**config.mk**
```make
export PLATFORM = sky130hd
export DESIGN_NAME = phy_frame_reader
export DESIGN_NICKNAME = d
export VERILOG_FILES = /design/src/rtl/phy_frame_reader_pkg.sv /design/src/rtl/frame_skid_fifo.sv /design/src/rtl/phy_frame_reader.sv
export SDC_FILE = /design/constraint.sdc
export NUM_CORES = 1
export LEC_CHECK = 0
export CAP_MARGIN = 40
export CORE_MARGIN = 2
export CORE_UTILIZATION = 30
export CTS_CLUSTER_SIZE = 8
export DETAILED_ROUTE_END_ITERATION = 10
export PLACE_DENSITY = 0.52
export SYNTH_ARGS = -nofsm -noshare
export SYNTH_HDL_FRONTEND = slang
export SYNTH_HIERARCHICAL = 1
export SYNTH_SLANG_ARGS = --single-unit
export TNS_END_PERCENT = 1
```
**constraint.sdc**
```tcl
create_clock -name clk -period 4.1 [get_ports clk]
set_input_delay 1.025 -clock clk [delete_from_list [all_inputs] [get_ports clk]]
set_output_delay 1.025 -clock clk [all_outputs]
set_load 0.02 [all_outputs]
```
**src/rtl/phy_frame_reader_pkg.sv**
```systemverilog
// ---------------------------------------------------------------------------
// phy_frame_reader_pkg
// Shared definitions for the capture-buffer read side: the number of virtual
// channels, header word field layout, FSM state encoding, the skid FIFO entry
// format and two small helpers (header word build, next non-empty channel).
// ---------------------------------------------------------------------------
package phy_frame_reader_pkg;

   localparam int NUM_VCHN     = 4;
   localparam int VCHN_W       = 2;
   localparam int CNT_W        = 8;
   localparam int DATA_W       = 32;

   // Header word: {6'd0, vchn[1:0], 16'd0, count[7:0]}
   localparam int HDR_VCHN_LSB = 24;
   localparam int HDR_CNT_LSB  = 0;

   typedef enum logic [1:0] {
      ST_IDLE,
      ST_HDR,
      ST_DATA,
      ST_DRAIN
   } state_e;

   typedef struct packed {
      logic              sop;
      logic              eop;
      logic [DATA_W-1:0] data;
   } fifo_ent_t;

   function automatic logic [DATA_W-1:0] hdr_word(input logic [VCHN_W-1:0] k,
                                                  input logic [CNT_W-1:0]  cnt);
      logic [DATA_W-1:0] w;
      w = '0;
      w[HDR_VCHN_LSB +: VCHN_W] = k;
      w[HDR_CNT_LSB  +: CNT_W]  = cnt;
      return w;
   endfunction

   // Lowest channel index >= start whose non-empty flag is set.
   // Returns {found, index}.
   function automatic logic [VCHN_W:0] first_nz(input logic [NUM_VCHN-1:0] nz,
                                                 input logic [VCHN_W:0]     start);
      logic [VCHN_W:0] r;
      r = '0;
      for (int j = NUM_VCHN-1; j >= 0; j--) begin
         if (nz[j] && (j >= int'(start))) r = {1'b1, VCHN_W'(j)};
      end
      return r;
   endfunction

endpackage

```
**src/rtl/frame_skid_fifo.sv**
```systemverilog
// ---------------------------------------------------------------------------
// frame_skid_fifo
// Small synchronous FIFO holding {sop, eop, data} stream entries in front of
// the valid/ready output. Storage is reset so the output word reads 0 while
// empty after reset.
//   clk, rst_n   : clock, async active-low reset
//   i_push/i_din : write strobe and entry (ignored when full)
//   i_pop        : read strobe (ignored when empty)
//   o_dout       : head entry, stable until popped
//   o_empty/o_full/o_count : occupancy
// ---------------------------------------------------------------------------
module frame_skid_fifo #(
   parameter int DEPTH = 4,
   parameter int W     = 34
) (
   input  logic                     clk,
   input  logic                     rst_n,
   input  logic                     i_push,
   input  logic [W-1:0]             i_din,
   input  logic                     i_pop,
   output logic [W-1:0]             o_dout,
   output logic                     o_empty,
   output logic                     o_full,
   output logic [$clog2(DEPTH):0]   o_count
);

   localparam int AW = $clog2(DEPTH);
   localparam logic [AW:0] FULL_CNT = (AW+1)'(DEPTH);

   logic [W-1:0]  mem_q [DEPTH];
   logic [AW-1:0] wr_q, rd_q;
   logic [AW:0]   cnt_q;
   logic          push_ok, pop_ok;

   assign push_ok = i_push & (cnt_q != FULL_CNT);
   assign pop_ok  = i_pop  & (cnt_q != '0);

   always_ff @(posedge clk or negedge rst_n) begin
      if (!rst_n) begin
         for (int i = 0; i < DEPTH; i++) mem_q[i] <= '0;
         wr_q  <= '0;
         rd_q  <= '0;
         cnt_q <= '0;
      end else begin
         if (push_ok) begin
            mem_q[wr_q] <= i_din;
            wr_q        <= wr_q + 1'b1;
         end
         if (pop_ok) rd_q <= rd_q + 1'b1;
         cnt_q <= cnt_q + (AW+1)'(push_ok) - (AW+1)'(pop_ok);
      end
   end

   assign o_dout  = mem_q[rd_q];
   assign o_empty = (cnt_q == '0);
   assign o_full  = (cnt_q == FULL_CNT);
   assign o_count = cnt_q;

endmodule

```
**src/rtl/phy_frame_reader.sv**
```systemverilog
// ---------------------------------------------------------------------------
// phy_frame_reader
// Walks the four virtual channels of the frozen capture half after each
// completed acquisition and serialises them as one framed 32-bit stream:
// four header words (one per channel, carrying its word count) followed by
// every non-empty channel's payload in channel order.
//   i_frame_ready          : level, a rising edge in IDLE starts a frame
//   i_out_size             : expected frame length, latched at start
//   i_data_count/o_rd_vchn : per-channel count mux
//   o_rd_vchn/o_rd_addr/i_rd_data : RAM read port, data RD_LAT cycles later
//   o_data/o_valid/i_ready/o_sop/o_eop : framed output stream
//   o_busy     : frame in progress
//   o_overrun  : pulse, new frame_ready edge while busy (frame not restarted)
//   o_size_err : pulse after EOP accept when emitted words != i_out_size
// ---------------------------------------------------------------------------
module phy_frame_reader
   import phy_frame_reader_pkg::*;
#(
   parameter int RD_LAT     = 2,
   parameter int FIFO_DEPTH = 4
) (
   input  logic        clk,
   input  logic        rst_n,
   input  logic        i_frame_ready,
   input  logic [15:0] i_out_size,
   input  logic [7:0]  i_data_count,
   output logic [1:0]  o_rd_vchn,
   output logic [7:0]  o_rd_addr,
   input  logic [31:0] i_rd_data,
   output logic [31:0] o_data,
   output logic        o_valid,
   input  logic        i_ready,
   output logic        o_sop,
   output logic        o_eop,
   output logic        o_busy,
   output logic        o_overrun,
   output logic        o_size_err
);

   localparam int CW = $clog2(FIFO_DEPTH) + 1;

   state_e                              state_q, state_d;
   logic [VCHN_W-1:0]                   vchn_q, vchn_d;
   logic [CNT_W-1:0]                    addr_q, addr_d;
   logic [NUM_VCHN-1:0][CNT_W-1:0]      cnt_q, cnt_d;
   logic [15:0]                         size_q, emit_q;
   logic [RD_LAT-1:0]                   vld_pipe_q, last_pipe_q;
   logic                                fr_q, overrun_q, size_err_q;

   logic                                rise, issue, issue_last, hdr_push, hdr_eop;
   logic                                fifo_push, fifo_pop, fifo_empty, fifo_full;
   logic [CW-1:0]                       fifo_cnt;
   fifo_ent_t                           fifo_din, fifo_dout;
   logic [7:0]                          inflight, occ;
   logic                                can_issue;
   logic [NUM_VCHN-1:0]                 nz;
   logic [VCHN_W:0]                     nxt;

   // fr_q resets high so a level already asserted at reset release is not
   // mistaken for a fresh completion.
   assign rise = i_frame_ready & ~fr_q;

   always_comb begin
      inflight = '0;
      for (int i = 0; i < RD_LAT; i++) inflight = inflight + 8'(vld_pipe_q[i]);
   end

   // Reserve FIFO room for every read still in the RAM pipe so returned data
   // always has a slot.
   assign occ       = 8'(fifo_cnt) + inflight;
   assign can_issue = (occ < 8'(FIFO_DEPTH));

   always_comb begin
      for (int k = 0; k < NUM_VCHN; k++) nz[k] = (cnt_q[k] != '0);
   end

   always_comb begin
      state_d    = state_q;
      vchn_d     = vchn_q;
      addr_d     = addr_q;
      cnt_d      = cnt_q;
      issue      = 1'b0;
      issue_last = 1'b0;
      hdr_push   = 1'b0;
      hdr_eop    = 1'b0;
      nxt        = '0;
      case (state_q)
         ST_IDLE: begin
            if (rise) begin
               state_d = ST_HDR;
               vchn_d  = '0;
               addr_d  = '0;
            end
         end
         ST_HDR: begin
            if (!fifo_full) begin
               hdr_push      = 1'b1;
               cnt_d[vchn_q] = i_data_count;
               if (vchn_q == VCHN_W'(NUM_VCHN-1)) begin
                  // cnt_q[3] is not latched yet, use the live count.
                  nxt = first_nz({i_data_count != '0, nz[NUM_VCHN-2:0]}, '0);
                  addr_d = '0;
                  if (nxt[VCHN_W]) begin
                     state_d = ST_DATA;
                     vchn_d  = nxt[VCHN_W-1:0];
                  end else begin
                     state_d = ST_DRAIN;
                     hdr_eop = 1'b1;
                  end
               end else begin
                  vchn_d = vchn_q + 1'b1;
               end
            end
         end
         ST_DATA: begin
            if (can_issue) begin
               issue = 1'b1;
               if (addr_q == cnt_q[vchn_q] - 1'b1) begin
                  nxt    = first_nz(nz, {1'b0, vchn_q} + 1'b1);
                  addr_d = '0;
                  if (nxt[VCHN_W]) begin
                     vchn_d = nxt[VCHN_W-1:0];
                  end else begin
                     state_d    = ST_DRAIN;
                     issue_last = 1'b1;
                  end
               end else begin
                  addr_d = addr_q + 1'b1;
               end
            end
         end
         ST_DRAIN: begin
            if (inflight == '0 && fifo_empty) state_d = ST_IDLE;
         end
         default: state_d = ST_IDLE;
      endcase
   end

   always_comb begin
      fifo_push = hdr_push | vld_pipe_q[RD_LAT-1];
      if (hdr_push) begin
         fifo_din.sop  = (vchn_q == '0);
         fifo_din.eop  = hdr_eop;
         fifo_din.data = hdr_word(vchn_q, i_data_count);
      end else begin
         fifo_din.sop  = 1'b0;
         fifo_din.eop  = last_pipe_q[RD_LAT-1];
         fifo_din.data = i_rd_data;
      end
   end

   assign fifo_pop = i_ready & ~fifo_empty;

   always_ff @(posedge clk or negedge rst_n) begin
      if (!rst_n) begin
         state_q     <= ST_IDLE;
         vchn_q      <= '0;
         addr_q      <= '0;
         cnt_q       <= '0;
         size_q      <= '0;
         emit_q      <= '0;
         vld_pipe_q  <= '0;
         last_pipe_q <= '0;
         fr_q        <= 1'b1;
         overrun_q   <= 1'b0;
         size_err_q  <= 1'b0;
      end else begin
         state_q   <= state_d;
         vchn_q    <= vchn_d;
         addr_q    <= addr_d;
         cnt_q     <= cnt_d;
         fr_q      <= i_frame_ready;
         overrun_q <= rise & (state_q != ST_IDLE);
         if (state_q == ST_IDLE && rise) begin
            size_q <= i_out_size;
            emit_q <= '0;
         end else if (fifo_pop) begin
            emit_q <= emit_q + 1'b1;
         end
         size_err_q <= fifo_pop & fifo_dout.eop & ((emit_q + 1'b1) != size_q);
         vld_pipe_q[0]  <= issue;
         last_pipe_q[0] <= issue_last;
         for (int i = 1; i < RD_LAT; i++) begin
            vld_pipe_q[i]  <= vld_pipe_q[i-1];
            last_pipe_q[i] <= last_pipe_q[i-1];
         end
      end
   end

   frame_skid_fifo #(
      .DEPTH (FIFO_DEPTH),
      .W     ($bits(fifo_ent_t))
   ) u_fifo (
      .clk     (clk),
      .rst_n   (rst_n),
      .i_push  (fifo_push),
      .i_din   (fifo_din),
      .i_pop   (fifo_pop),
      .o_dout  (fifo_dout),
      .o_empty (fifo_empty),
      .o_full  (fifo_full),
      .o_count (fifo_cnt)
   );

   assign o_valid    = ~fifo_empty;
   assign o_data     = fifo_dout.data;
   assign o_sop      = o_valid & fifo_dout.sop;
   assign o_eop      = o_valid & fifo_dout.eop;
   assign o_busy     = (state_q != ST_IDLE);
   assign o_rd_vchn  = vchn_q;
   assign o_rd_addr  = addr_q;
   assign o_overrun  = overrun_q;
   assign o_size_err = size_err_q;

endmodule

```
==> results_dict.tcl <==
set metrics [dict create \
    run_status "finished clean" \
    required_ns 3.07 \
    antenna_found_initial 1 \
    hpwlAfterDp_microns 25100 \
    initial_core_util_pct 30.3 \
    finalSetupViolations 0 \
    fp-row-count 81 \
    vias_per_cell 5.49 \
    nets 1499 \
    vias 11500 \
    cts_setup_buffers 0 \
    routed_wl_microns 43000 \
    fillers 4895 \
    ant_nets 0 \
    ys_types 63 \
    drc 0 \
    synth_flop_cell "dfrtp_1" \
    rsz0062_at_grt "no" \
    slew_viol_final 0 \
    cts_buffers 34 \
    cts_buffer_depth 3 \
    yosysWarnings 6 \
    grt_pass1_wl_microns 69100 \
    worstSkewPairLatency_ns 0.54 \
    tightest_slew_ns 0.880 \
    setup-tns-final_ns 0 \
    syn_nets 1475 \
    pwr_density_cell_mw_per_mm2 804 \
    cts_tree "done" \
    hold_buffers 0 \
    min_period_ns 3.68 \
    drive_gt1_share_pct 22.4 \
    synth-async-reset-ratio_pct 100 \
    path_class "reg -> out" \
    vdd_ir_drop_max_mv 0.387 \
    grt_max_degree 149 \
    synthTopCellsByCount "dfrtp_1, nand3_1, o211ai_1, nand4bb_1, a21bo_2" \
    cp_slowest_stage_delay_ns 0.73 \
    finalWeightedCongestion 0.799 \
    synth_edf_count 0 \
    synth.largest_area_cell "dfrtp_1" \
    period_share_pct 89.8 \
    first_pass_iters 5 \
    ys_seq_area_share_pct 38.2 \
    crit_cells 3 \
    syn_to_final_growth_pct 17.3 \
    p_leak_nw 6.39 \
    cts_resized 0 \
    worst-path-buf-inv 1 \
    die_w_microns 226 \
    portBuffers 107 \
    die_area_sq_mm 0.0511 \
    path_clk_slew_ns 0.05 \
    grt_overflow 0 \
    slew-limit-headroom_pct 41.4 \
    maxCapViolCount 0 \
    max_freq_mhz 272 \
    track_usage_pct 17.0 \
    min_path_type "reg -> reg" \
    cts.sinks 226 \
    path_delay_family "simple AND/OR/NAND/NOR gates" \
    yosysMostFrequentCell "dfrtp_1" \
    synth-seq-cells 226 \
    reg2reg_depth 12 \
    syn_inst 1390 \
    io_pins 108 \
    clock-root-buffer "clkbuf_16" \
    syn_area_sq_mm 0.0148 \
    hold_violations 0 \
    skew_ns 0.0253 \
    first_global_vias 11500 \
    core_area_sq_mm 0.0488 \
    wl_per_cell_microns 20.6 \
    placed_cell_area_sq_mm 0.0164 \
    critPathCaptureType "output pin" \
    worst_path_max_delay_cell "dfrtp_4" \
    synth_top_area_share_pct 38.0 \
    cp.arrival_ns 2.65 \
    post_synth.cell_area_avg_sq_um 10.7 \
    crit_chain "nor3_1 > nor2b_1 > clkdlybuf4s50_1" \
    startpoint_type "flop" \
    synth_area_leaders "dfrtp_1, nand4bb_1, a21bo_2, o211ai_1, mux4_2" \
    h-tree-depth 2 \
    hold_depth 0 \
    first_iter_violations 883 \
    die_h_microns 226 \
    stdcell_area_sq_mm 0.0174 \
    cp_max_fo 62 \
]
-- path summary, 6_finish.rpt --
check	from	endpoint	slack, ns
max in group asynchronous	rst_n	u_fifo/o_count[2]	2.61
min in group asynchronous	rst_n	cnt_q[4]	0.49
hold / removal	last_pipe_q[0]	last_pipe_q[1]	0.38
setup reg to reg	u_fifo/o_count[1]	u_fifo/o_count[2]	0.93
setup / recovery	u_fifo/o_count[1]	o_eop	0.42
hold reg to reg	last_pipe_q[0]	last_pipe_q[1]	0.38
-- flip-flops by register name, indices dropped and copies added (netlist names) --
register        cells
u_fifo/rd_q         2
o_overrun           1
last_pipe_q         2
vld_pipe_q          2
fr_q                1
state_q             2
u_fifo/o_count      3
o_rd_vchn           2
size_q             16
cnt_q              32
o_rd_addr           8
emit_q             16
o_size_err          1
u_fifo/mem_q      136
u_fifo/wr_q         2
-- per-stage QoR --
stage,power [mW],instances,hold slack [ns],utilization [%],setup WS [ns]
detailed placement,11.4,2042,0.346,33.6,0.737
floorplan,9.07,1390,0.331,-,0.696
CTS,14.1,2088,0.380,35.5,0.285
finish,14.0,2089,0.380,35.5,0.420
global route,14.9,2089,0.376,35.5,0.244
global placement,11.2,2039,0.362,33.5,0.758
-- worst reg2reg max path: cells and delay by family, from the launching register on --
family          cells  cell delay, ns
compound gates      1            0.14
xor+xnor            2            0.30
simple gates        2            0.76
fa+ha+maj           3            0.79
buf+inv             4            0.33
flops               1            0.73
-- kinds of logic after synthesis --
| group | after synthesis | share of synthesized area, % |
|---|---|---|
| xor+xnor | 45 | 2.66 |
| simple gates | 479 | 22.3 |
| fa+ha+maj | 25 | 2.16 |
| buf+inv | 173 | 4.89 |
| compound gates | 349 | 19.4 |
| flops | 226 | 38.2 |
| mux | 93 | 10.4 |
-- per-layer routing --
layer	wire [microns]	up-vias	track usage, %
li1	-	5312	-
met1	20100	5869	23.8
met2	20200	228	26.7
met3	1510	56	2.19
met4	1250	0	6.62
met5	0	-	0
-- power by group --
group | internal, mW | leakage (nW) | total [mW] | switching [mW]
combinational | 3.62 | 3.32 | 7.43 | 3.81
clock | 1.59 | 0.461 | 2.64 | 1.05
sequential | 3.07 | 2.62 | 3.89 | 0.826
total | 8.28 | 6.39 | 14.0 | 5.68
-- layout make-up --
class                           instances  area, sq um  area share (%)
Clock buffer                           44          910            5.24
Timing Repair Buffer                  138         1370            7.91
Inverter                               23         86.3           0.497
Antenna cell                            1         2.50          0.0144
Clock inverter                          2         38.8           0.223
Sequential cell                       226         5670            32.7
Tap cell                              664          831            4.79
Multi-Input combinational cell        991         8450            48.7
-- placed cells by master, fill, tap and decap left out, types with 7 or more instances in the layout --
cell type        instances
clkdlybuf4s50_1        106
nand3_1                152
xor2_1                  21
or3_1                    8
o21ai_0                 24
mux4_2                  43
clkbuf_1                 9
a21bo_2                136
dfrtp_1                220
and3_1                   7
nor4_1                   8
nand4bb_1              138
nand2b_1                11
ha_1                    20
nor2_1                  28
inv_1                   21
buf_4                   27
nor3_1                   8
a21oi_1                 17
and2_1                  25
xnor2_1                 24
mux2_2                  47
clkbuf_16               35
nand2_1                 65
o211ai_1               141
Power figures use the tool's default switching activity.
